`config.mk`:
```
export PLATFORM = sky130hd
export DESIGN_NAME = fir_tap_loader_flat
export DESIGN_NICKNAME = d
export VERILOG_FILES = /design/src/rtl/fir_tap_loader_if.sv /design/src/rtl/fir_tap_loader.sv /design/src/flat_wrapper.sv
export SDC_FILE = /design/constraint.sdc
export NUM_CORES = 1
export LEC_CHECK = 0
export BUFFER_PORTS_ARGS = -buffer_cell sky130_fd_sc_hd__clkbuf_2
export CAP_MARGIN = 20
export CORE_ASPECT_RATIO = 0.8
export CORE_MARGIN = 3
export CORE_UTILIZATION = 50
export CTS_CLUSTER_DIAMETER = 200
export DETAILED_ROUTE_END_ITERATION = 7
export GPL_ROUTABILITY_DRIVEN = 0
export PLACE_DENSITY = 0.67
export SKIP_LAST_GASP = 1
export SLEW_MARGIN = 20
export SYNTH_ARGS = -nofsm -noshare
export SYNTH_HDL_FRONTEND = slang
export SYNTH_SLANG_ARGS = --single-unit
```
`constraint.sdc`:
```
create_clock -name clk -period 2.91 [get_ports clk]
set_input_delay 0.4365 -clock clk [delete_from_list [all_inputs] [get_ports clk]]
set_output_delay 0.4365 -clock clk [all_outputs]
set_load 0.01 [all_outputs]
```
`src/rtl/fir_tap_loader_if.sv`:
```
// rtl/fir_tap_loader_if.sv - host/tap-chain signal bundle for fir_tap_loader
// Purpose: groups the load control, the coefficient beat stream and the
//          tap-chain shift port so they travel as one port.
// Signals:
//   i_start      load request              (host -> loader)
//   i_abort      cancel an in-progress load (host -> loader)
//   i_coef_valid coefficient beat valid     (host -> loader)
//   i_coef       coefficient beat data      (host -> loader)
//   o_coef_ready loader accepts a beat      (loader -> host)
//   o_tap_wr     tap-chain shift enable     (loader -> FIR)
//   o_tap        coefficient to shift in    (loader -> FIR)
//   o_busy       load in progress           (loader -> host)
//   o_done       one-cycle completion pulse (loader -> host)
interface fir_tap_loader_if #(
    parameter int TW = 12
);
    logic          i_start;
    logic          i_abort;
    logic          i_coef_valid;
    logic [TW-1:0] i_coef;
    logic          o_coef_ready;
    logic          o_tap_wr;
    logic [TW-1:0] o_tap;
    logic          o_busy;
    logic          o_done;

    modport master (
        output i_start, i_abort, i_coef_valid, i_coef,
        input  o_coef_ready, o_tap_wr, o_tap, o_busy, o_done
    );

    modport slave (
        input  i_start, i_abort, i_coef_valid, i_coef,
        output o_coef_ready, o_tap_wr, o_tap, o_busy, o_done
    );
endinterface

```
`src/rtl/fir_tap_loader.sv`:
```
// rtl/fir_tap_loader.sv - shadow-buffered FIR coefficient loader
// Purpose: collects N coefficient beats into a shadow buffer, then shifts
//          them into the FIR tap chain in arrival order, one per cycle.
// Ports:
//   clk    rising-edge clock
//   reset  asynchronous active-low reset
//   bus    fir_tap_loader_if.slave (control, coefficient stream, tap port)
module fir_tap_loader #(
    parameter int N  = 32,
    parameter int TW = 12
) (
    input  logic                clk,
    input  logic                reset,
    fir_tap_loader_if.slave     bus
);
    localparam int CW = $clog2(N + 1);
    localparam int IW = $clog2(N);
    localparam logic [CW-1:0] LAST = CW'(N - 1);

    typedef enum logic [1:0] {
        S_IDLE,
        S_FILL,
        S_SHIFT,
        S_DONE
    } state_t;

    state_t        state_q, state_d;
    logic [CW-1:0] cnt_q, cnt_d;
    logic [TW-1:0] shadow_q [N];
    logic          shadow_we;
    logic [IW-1:0] idx;

    // cnt never exceeds N-1 while it is used as an index.
    assign idx = cnt_q[IW-1:0];

    always_ff @(posedge clk or negedge reset) begin
        if (!reset) begin
            state_q <= S_IDLE;
            cnt_q   <= '0;
        end else begin
            state_q <= state_d;
            cnt_q   <= cnt_d;
        end
    end

    // Shadow contents are don't-care after reset, so no reset term here.
    always_ff @(posedge clk) begin
        if (shadow_we) begin
            shadow_q[idx] <= bus.i_coef;
        end
    end

    always_comb begin
        state_d   = state_q;
        cnt_d     = cnt_q;
        shadow_we = 1'b0;
        unique case (state_q)
            S_IDLE: begin
                if (bus.i_start && !bus.i_abort) begin
                    state_d = S_FILL;
                    cnt_d   = '0;
                end
            end
            S_FILL: begin
                if (bus.i_abort) begin
                    // Abort beats a simultaneous beat: nothing is written.
                    state_d = S_IDLE;
                    cnt_d   = '0;
                end else if (bus.i_coef_valid) begin
                    shadow_we = 1'b1;
                    if (cnt_q == LAST) begin
                        // Buffer full: the counter is reused as the shift
                        // index, so restart it for shift cycle 0.
                        state_d = S_SHIFT;
                        cnt_d   = '0;
                    end else begin
                        cnt_d = cnt_q + CW'(1);
                    end
                end
            end
            S_SHIFT: begin
                if (bus.i_abort) begin
                    state_d = S_IDLE;
                    cnt_d   = '0;
                end else if (cnt_q == LAST) begin
                    state_d = S_DONE;
                    cnt_d   = '0;
                end else begin
                    cnt_d = cnt_q + CW'(1);
                end
            end
            S_DONE: begin
                state_d = S_IDLE;
                cnt_d   = '0;
            end
            default: begin
                state_d = S_IDLE;
                cnt_d   = '0;
            end
        endcase
    end

    // Outputs decode the registered state only, so reset clears them
    // without waiting for a clock edge.
    assign bus.o_coef_ready = (state_q == S_FILL);
    assign bus.o_tap_wr     = (state_q == S_SHIFT);
    assign bus.o_tap        = (state_q == S_SHIFT) ? shadow_q[idx] : '0;
    assign bus.o_busy       = (state_q == S_FILL) || (state_q == S_SHIFT);
    assign bus.o_done       = (state_q == S_DONE);
endmodule

```
`src/flat_wrapper.sv`:
```
// flat-port wrapper written by rule: the top's interface ports become plain ports
module fir_tap_loader_flat 
#(
    parameter int N  = 32,
    parameter int TW = 12
)
  (clk, reset, bus_i_start, bus_i_abort, bus_i_coef_valid, bus_i_coef, bus_o_coef_ready, bus_o_tap_wr, bus_o_tap, bus_o_busy, bus_o_done);
  fir_tap_loader_if #(.TW(TW)) bus_i ();
  input  logic clk;
  input  logic reset;
  input wire logic [$bits(bus_i.i_start)-1:0] bus_i_start;
  input wire logic [$bits(bus_i.i_abort)-1:0] bus_i_abort;
  input wire logic [$bits(bus_i.i_coef_valid)-1:0] bus_i_coef_valid;
  input wire logic [$bits(bus_i.i_coef)-1:0] bus_i_coef;
  output wire logic [$bits(bus_i.o_coef_ready)-1:0] bus_o_coef_ready;
  output wire logic [$bits(bus_i.o_tap_wr)-1:0] bus_o_tap_wr;
  output wire logic [$bits(bus_i.o_tap)-1:0] bus_o_tap;
  output wire logic [$bits(bus_i.o_busy)-1:0] bus_o_busy;
  output wire logic [$bits(bus_i.o_done)-1:0] bus_o_done;
  assign bus_i.i_start = bus_i_start;
  assign bus_i.i_abort = bus_i_abort;
  assign bus_i.i_coef_valid = bus_i_coef_valid;
  assign bus_i.i_coef = bus_i_coef;
  assign bus_o_coef_ready = bus_i.o_coef_ready;
  assign bus_o_tap_wr = bus_i.o_tap_wr;
  assign bus_o_tap = bus_i.o_tap;
  assign bus_o_busy = bus_i.o_busy;
  assign bus_o_done = bus_i.o_done;
  fir_tap_loader #(.N(N), .TW(TW)) u_core (.clk(clk), .reset(reset), .bus(bus_i));
endmodule
```
Word-level counts from Yosys, hierarchy flattened. Memory sizes are Yosys's and may differ from the RTL's. Cells that the tools add are included.

$add $sub $neg: 1. Equal/unequal tests: 8. Mux-type cells: 19. Reductions and logical operators: 6.

Operators with widths (number): $mux 6 (5); $pmux 6 s4 (1); $mux 12 (1); $mux 2 (6); $pmux 2 s4 (1); $add 6x1->6 const B (1); $eq 6x5->1 const B (1); $ne 3x2->1 const B (2); $mux 1 (5); $eq 2x2->1 const B (2); $reduce_and 4->1 (1); $ne 3x3->1 const B (1); $eq 2x1->1 const B (1); $logic_not 2->1 (1); $ne 2x1->1 const B (1); $reduce_and 2->1 (1); $logic_and 1x1->1 (1); $logic_not 1->1 (1); $logic_or 1x1->1 (1).

Register bits: 8. Memory bits (writable): 384. Input bits: 17. Logic and storage cells: 37. Memories: 1.

Memories: u_core.shadow_q (words 32, width 12, read ports 1, clocked after memory_dff 0, wr ports 1, line fir_tap_loader.sv:29) `logic [TW-1:0] shadow_q [N];`.

Logic depth before layout (Yosys ltp). Gate-level depths: netlist of run 1.

Depth after elaboration: 5. Gate-level depth with buffers: 7.

Least setup slack after synthesis of run 1. Ideal clock, no wire load.

Kind: register to register. From: register u_core.cnt_q[0]. To: memory u_core.shadow_q[6][0], enable pin. Library setup time: 396 ps. Arrival: 2131 ps. Data required time: 2514 ps. Setup slack: 383 ps. Cell stages (with the launch flop): 8. Clock period less this slack: 2527 ps. Path through: dfrtp_1 -> buf_2 -> buf_4 -> buf_2 -> inv_1 -> ha_1 -> nand2_1 -> nor3_1.

RTL lines: from (decl) (line fir_tap_loader.sv:28) `logic [CW-1:0] cnt_q, cnt_d;`; from (signal assigned) (line fir_tap_loader.sv:42) `cnt_q <= cnt_d;`; to (decl) (line fir_tap_loader.sv:29).

Straight into the memory's write port.

Worst setup path in the final report of run 1.
From: register u_core.cnt_q[1]. To: output bus_o_tap[7].

Word-level cells in the longest chain between the ends: 2.

RTL lines: $mem_v2 32x12; $mux 12 (line fir_tap_loader.sv:107) `assign bus.o_tap = (state_q == S_SHIFT) ? shadow_q[idx] : '0;`; to (decl) (line flat_wrapper.sv:17) `output wire logic [$bits(bus_i.o_tap)-1:0] bus_o_tap;`.

No other way between the ends.

==> results of run 1 <==
## how the worst min path moves through the flow
stage                         to  slack, ns
6_report         u_core.cnt_q[5]       0.29
5_1_grt        u_core.state_q[0]       0.29
4_1_cts          u_core.cnt_q[5]       0.28
3_5_place_dp   u_core.state_q[1]       0.31
3_3_place_gp   u_core.state_q[0]       0.31
2_1_floorplan    u_core.cnt_q[0]       0.14
## worst max-delay path, stage by stage (launching register included)
cell and delay [ns]:
dfrtp_2 0.46, buf_4 0.16, buf_4 0.13, or4b_4 0.59, o22ai_2 0.16, nor4_1 0.07, a21boi_1 0.29, buf_2 0.20
## state kept, by name, indices dropped and copies added (netlist names)
register and cells:
u_core.cnt_q 6, u_core.shadow_q 384, u_core.state_q 2
## cells in the mapped netlist (2+ instances only)
library cell / n
a21boi_1: 12
buf_1: 3
buf_2: 23
buf_4: 6
buf_6: 6
clkbuf_1: 12
dfrtp_1: 8
edfxtp_1: 384
ha_1: 9
inv_1: 9
mux2i_1: 193
nand2_1: 10
nand2b_1: 3
nand3_1: 3
nand4b_1: 4
nand4bb_1: 6
nor2_1: 26
nor3_1: 9
nor4_1: 24
o21ai_0: 4
o22ai_1: 96
o31ai_1: 3
o32ai_1: 2
or3_1: 3
or4b_4: 4
## cell families after synthesis
kind of cell / count (synthesis) / synth area share (%)
flip-flops: 392 / 75.7
multiplexers: 193 / 12.5
AO/OA/AOI/OAI: 124 / 5.21
AND/OR/NAND/NOR: 100 / 3.89
buffers and inverters: 59 / 2.05
adder cells (fa/ha/maj): 9 / 0.726
## metal layers
layer  routed length, um  vias up  GRT usage (%)
met5                   0        -              0
met4                 851        0           5.73
met3                3870       62           4.90
met2               17200      439           34.2
met1               17200     4528           35.6
li1                    -     3890              -
## repair_timing
item,in CTS,in global routing
setup endpoints to repair,12,12
gates cloned,3,1
buffers inserted,34,19
hold buffers,1,0
resized for setup,76,98
endpoints found under the hold margin,8,0
pin swaps,21,23
## area by class of cell
| cell class | count | share of cell area (%) |
|---|---|---|
| flip-flops and latches | 392 | 61.0 |
| multi-input cells | 428 | 22.1 |
| repair buffers | 175 | 7.82 |
| clock buffers | 41 | 5.00 |
| well taps | 413 | 2.69 |
| clock inverters | 27 | 1.18 |
| inverters | 9 | 0.176 |
## metrics by stage
stage               power, W  util (%)
finish                0.0145      63.2
detailed placement   0.00909      54.8
floorplan            0.00832         -
CTS                   0.0143      61.2
global placement     0.00906      54.8
global route          0.0150      63.2
## power groups by stage
stage	clock network, W	registers (W)	logic, W
finish	0.00474	0.00631	0.00345
global route	0.00506	0.00631	0.00362
CTS	0.00481	0.00630	0.00317
detailed placement	0	0.00650	0.00260
global placement	0	0.00649	0.00257
floorplan	0	0.00640	0.00192
==> flow_summary.yaml, run 1 <==
status:
  status: "finished, violations left"
  violations: "negative setup slack"
grt:
  grt_max_degree: 33
  grt_pass1_vias: 8390
  grt_overflow: 0
  grt_util_all_layers_pct: 23.2
  antenna_found_initial: 0
  grt_pass1_wl_mm: 55.8
worst_setup_path:
  reg2reg_setup_slack_ns: 0.35
  cp.arrival_ns: 2.60
  reg2reg_from: "u_core.cnt_q[0]"
  end_kind: "output pin"
  start_kind: "flop"
  cp-startpoint: "u_core.cnt_q[1]"
  cp-endpoint: "bus_o_tap[7]"
  cp.required_ns: 2.47
  r2r-end: "u_core.shadow_q[14][2]"
  ff2ff_path_depth: 7
  cp_max_fo: 4
  worstSetupPathType: "reg2out"
place:
  hpwl_mm: 22.3
  place_inst: 1360
  pre_cts_slack_ns: 0.108
  placed_cell_area_sq_um: 16700
  io_buffers: 32
yosys:
  synth-seq-cells: 392
  avgSynthCellArea_sq_um: 17.7
  synth_edf_count: 384
  yosysSeqAreaShare_pct: 75.7
  synth_area_leaders: "edfxtp_1 (74%), mux2i_1 (12%), o22ai_1 (3.9%)"
  synth_top_cell_by_area: "edfxtp_1"
  netlist_instances: 877
  synthArstFlopShare_pct: 2.04
  synth-main-ff-cell: "edfxtp_1"
  synth_nets: 903
  synth_top_cell_area_share_pct: 74.4
  synth_warnings: 0
  synth.distinct_cells: 40
  synthesis.area_sq_um: 15500
pwr:
  pwr-share-seq_pct: 43.5
  p_leak_nw: 6.26
  p_clk_share_pct: 32.7
  switching_power_w: 0.00386
  combPwrFrac_pct: 23.8
  peakVddDrop_v: 0.000526
  internal_power_w: 0.0106
  power.density_nw_per_um2: 754
  switching_share_pct: 26.7
sta:
  hold_viol: 0
  setup_violations: 12
  fmax_mhz: 330
  fin_ws_ns: -0.122
  worst_slew_pin_slew_ns: 1.05
  grt_setup_unrepaired: "yes"
  tns_ns: -0.804
  slew_headroom_pct: 29.6
  min_period_ns: 3.03
  slew_viol_final: 0
  finClkSkew_ns: 0.0166
  timing.final.crit_share_pct: 104
  finalHoldWorstSlack_ns: 0.293
finish:
  final_cell_mix: "edfxtp_1 (384), mux2i_1 (173), buf_4 (108)"
  stdcell_count: 1485
  antenna_cells: 0
  final_common_cell: "edfxtp_1"
  ff_latch_area_sq_um: 11700
  drive_above_1_share_pct: 32.8
  area_growth_pct: 24.1
  multi_input_area_sq_um: 4260
  fill_cells: 2076
  final_cell_area_sq_um: 19200
  fin_nets: 1070
floorplan:
  die_area_sq_um: 33200
  die_h_um: 164
  coreArea_sq_um: 30500
  fp.dieW_um: 203
  row_count: 57
  io_pins: 33
  start_util_pct: 50.9
routing:
  drt-initial-drc-count: 903
  routed_wl_mm: 39.1
  ant_nets: 0
  viasPerCell: 6.01
  vias: 8919
  drcViolationCount: 0
  wl_per_cell_um: 26.3
  dr.pass1.iters: 7
clock_tree:
  clkSlewWorstSetupHoldPaths_ns: 0.06
  clk_path_buf_depth: 3
  h-tree-depth: 2
  cts_root_buf: "clkbuf_16"
  cts_buffers: 38
  clk_latency_ns: 0.54
  cts_num_sinks: 392
  cts_tree: "done"
job:
  maxCapViolCount: 0
min_path:
  hold_path.class: "in2async"
Note: power is estimated with default switching activity, not from simulation.
==> run 2: changes to the inputs <==
--- a/config.mk
+++ b/config.mk
@@ -7,7 +7,7 @@
 export LEC_CHECK = 0
 export BUFFER_PORTS_ARGS = -buffer_cell sky130_fd_sc_hd__clkbuf_2
 export CAP_MARGIN = 20
-export CORE_ASPECT_RATIO = 0.8
+export CORE_ASPECT_RATIO = 0.6
 export CORE_MARGIN = 3
 export CORE_UTILIZATION = 50
 export CTS_CLUSTER_DIAMETER = 200
==> flow_summary.yaml, run 2 (synthesis results as in run 1) <==
floorplan:
  coreArea_sq_um: 30200
  fp.dieW_um: 233
  row_count: 49
  start_util_pct: 51.3
  die_area_sq_um: 33200
  die_h_um: 142
  io_pins: 33
routing:
  highest_layer: "met5"
  met1_length_mm: 18.6
  ant_nets: 0
  dr.pass1.iters: 5
  vias: 8803
  routed_wl_mm: 40.4
  routed-wl-met3_mm: 4.69
  viasPerCell: 6.13
  drcViolationCount: 0
  wl_per_cell_um: 28.1
  route.met2.wl_mm: 16.1
  drt-initial-drc-count: 1269
sta:
  worst_slew_pin_slew_ns: 0.887
  timing.final.crit_share_pct: 104
  slew_headroom_pct: 40.9
  fin_ws_ns: -0.105
  finClkSkew_ns: 0.00870
  slew_viol_final: 0
  hold_viol: 0
  fmax_mhz: 332
  min_period_ns: 3.02
  setup_violations: 12
  grt_setup_unrepaired: "yes"
  finalHoldWorstSlack_ns: 0.303
place:
  place_inst: 1339
  hpwl_mm: 23.4
  placed_cell_area_sq_um: 16500
  io_buffers: 32
  pre_cts_slack_ns: 0.00698
clock_tree:
  cts_tree: "done"
  clkSlewWorstSetupHoldPaths_ns: 0.06
  clk_latency_ns: 0.52
  clk_path_buf_depth: 3
  cts_root_buf: "clkbuf_16"
  cts_buffers: 35
  cts_num_sinks: 392
  h-tree-depth: 2
pwr:
  p_leak_nw: 6.05
  peakVddDrop_v: 0.000429
  power.density_nw_per_um2: 765
  power_w: 0.0144
finish:
  largest_register: "u_core.shadow_q"
  stdcell_count: 1435
  multi_input_area_sq_um: 4160
  drive_above_1_share_pct: 27.1
  ff_latch_area_sq_um: 11700
  fill_cells: 2094
  final_cell_mix: "edfxtp_1 (384), mux2i_1 (181), buf_4 (76)"
  area_growth_pct: 21.3
  reg_top3: "u_core.shadow_q x384, u_core.cnt_q x6, u_core.state_q x2"
  final_common_cell: "edfxtp_1"
  fin_nets: 1028
  final_cell_area_sq_um: 18800
  largest_register_ff_count: 384
worst_setup_path:
  slowest_delay_ns: 0.68
  r2r-end: "u_core.shadow_q[7][3]"
  ff2ff_path_depth: 6
  worstSetupPathType: "reg2out"
  cp_max_fo: 18
  cp.arrival_ns: 2.58
  start_kind: "flop"
  reg2reg_from: "u_core.cnt_q[0]"
  end_kind: "output pin"
  cp-startpoint: "u_core.cnt_q[4]"
  reg2reg_setup_slack_ns: 0.52
  crit_path_cell_trace: "buf_8 > or4b_4 > o22ai_4 > nor4_4 > a21boi_1 > clkbuf_2"
  cp_slowest_cell: "or4b_4"
  cp.required_ns: 2.47
grt:
  antenna_found_initial: 1
  grt_util_all_layers_pct: 24.7
  grt_overflow: 0
  grt_max_degree: 33
  grt_pass1_vias: 8364
  grt_pass1_wl_mm: 58.3
status:
  status: "finished, violations left"
  violations: "negative setup slack"
min_path:
  hold_path.class: "in2async"
job:
  maxCapViolCount: 0
==> run 2: routing by layer <==
| metal | global-route usage (%) | up-vias |
|---|---|---|
| met4 | 6.15 | 2 |
| met1 | 39.2 | 4455 |
| met3 | 8.08 | 64 |
| met5 | 3.13 | - |
| met2 | 32.2 | 481 |
| li1 | - | 3801 |
==> run 2: timing repair <==
item,CTS,global route
buffers inserted,27,0
pin swaps,22,7
gates resized for setup,104,34
gates cloned,6,0
hold buffers,1,0
hold endpoints to repair,8,0
setup endpoints to repair,12,12
==> run 2: worst max-delay path, delay by kind of cell (launching register included) <==
kind	cells	cell delay, ns
buffers and inverters	2	0.36
and+or+nand+nor	2	0.76
AOI/OAI and AO/OA	2	0.47
DFF	1	0.46
==> run 2: through the flow <==
| step | setup TNS (ns) | utilization, % |
|---|---|---|
| 2_1_floorplan | 0 | - |
| 3_3_place_gp | -0.0475 | 54.8 |
| 3_5_place_dp | 0 | 54.8 |
| 4_1_cts | -0.442 | 61.6 |
| 5_1_grt | -1.40 | 62.2 |
| 6_report | -0.640 | 62.2 |
==> run 2: layout make-up <==
type	instances	share of cell area, %
diodes	1	0.0133
clock buffers	49	5.22
clock inverters	12	0.852
inverters	9	0.180
multi-input cells	429	22.1
flip-flops and latches	392	62.5
well taps	408	2.72
repair buffers	135	6.42
==> run 2: worst max-delay path by stage <==
stage	to	slack, ns
after floorplan	u_core.shadow_q[6][0]	0.38
after global placement	bus_o_tap[2]	-0.05
after detailed placement	bus_o_tap[2]	0.007
after CTS	bus_o_tap[5]	-0.08
after global routing	bus_o_tap[7]	-0.16
final	bus_o_tap[1]	-0.11
==> run 2: where the power goes <==
group | switching, W | internal [W] | leakage (nW)
Clock | 0.00195 | 0.00271 | 0.547
Sequential | 0.0000386 | 0.00627 | 3.55
Combinational | 0.00178 | 0.00162 | 1.95
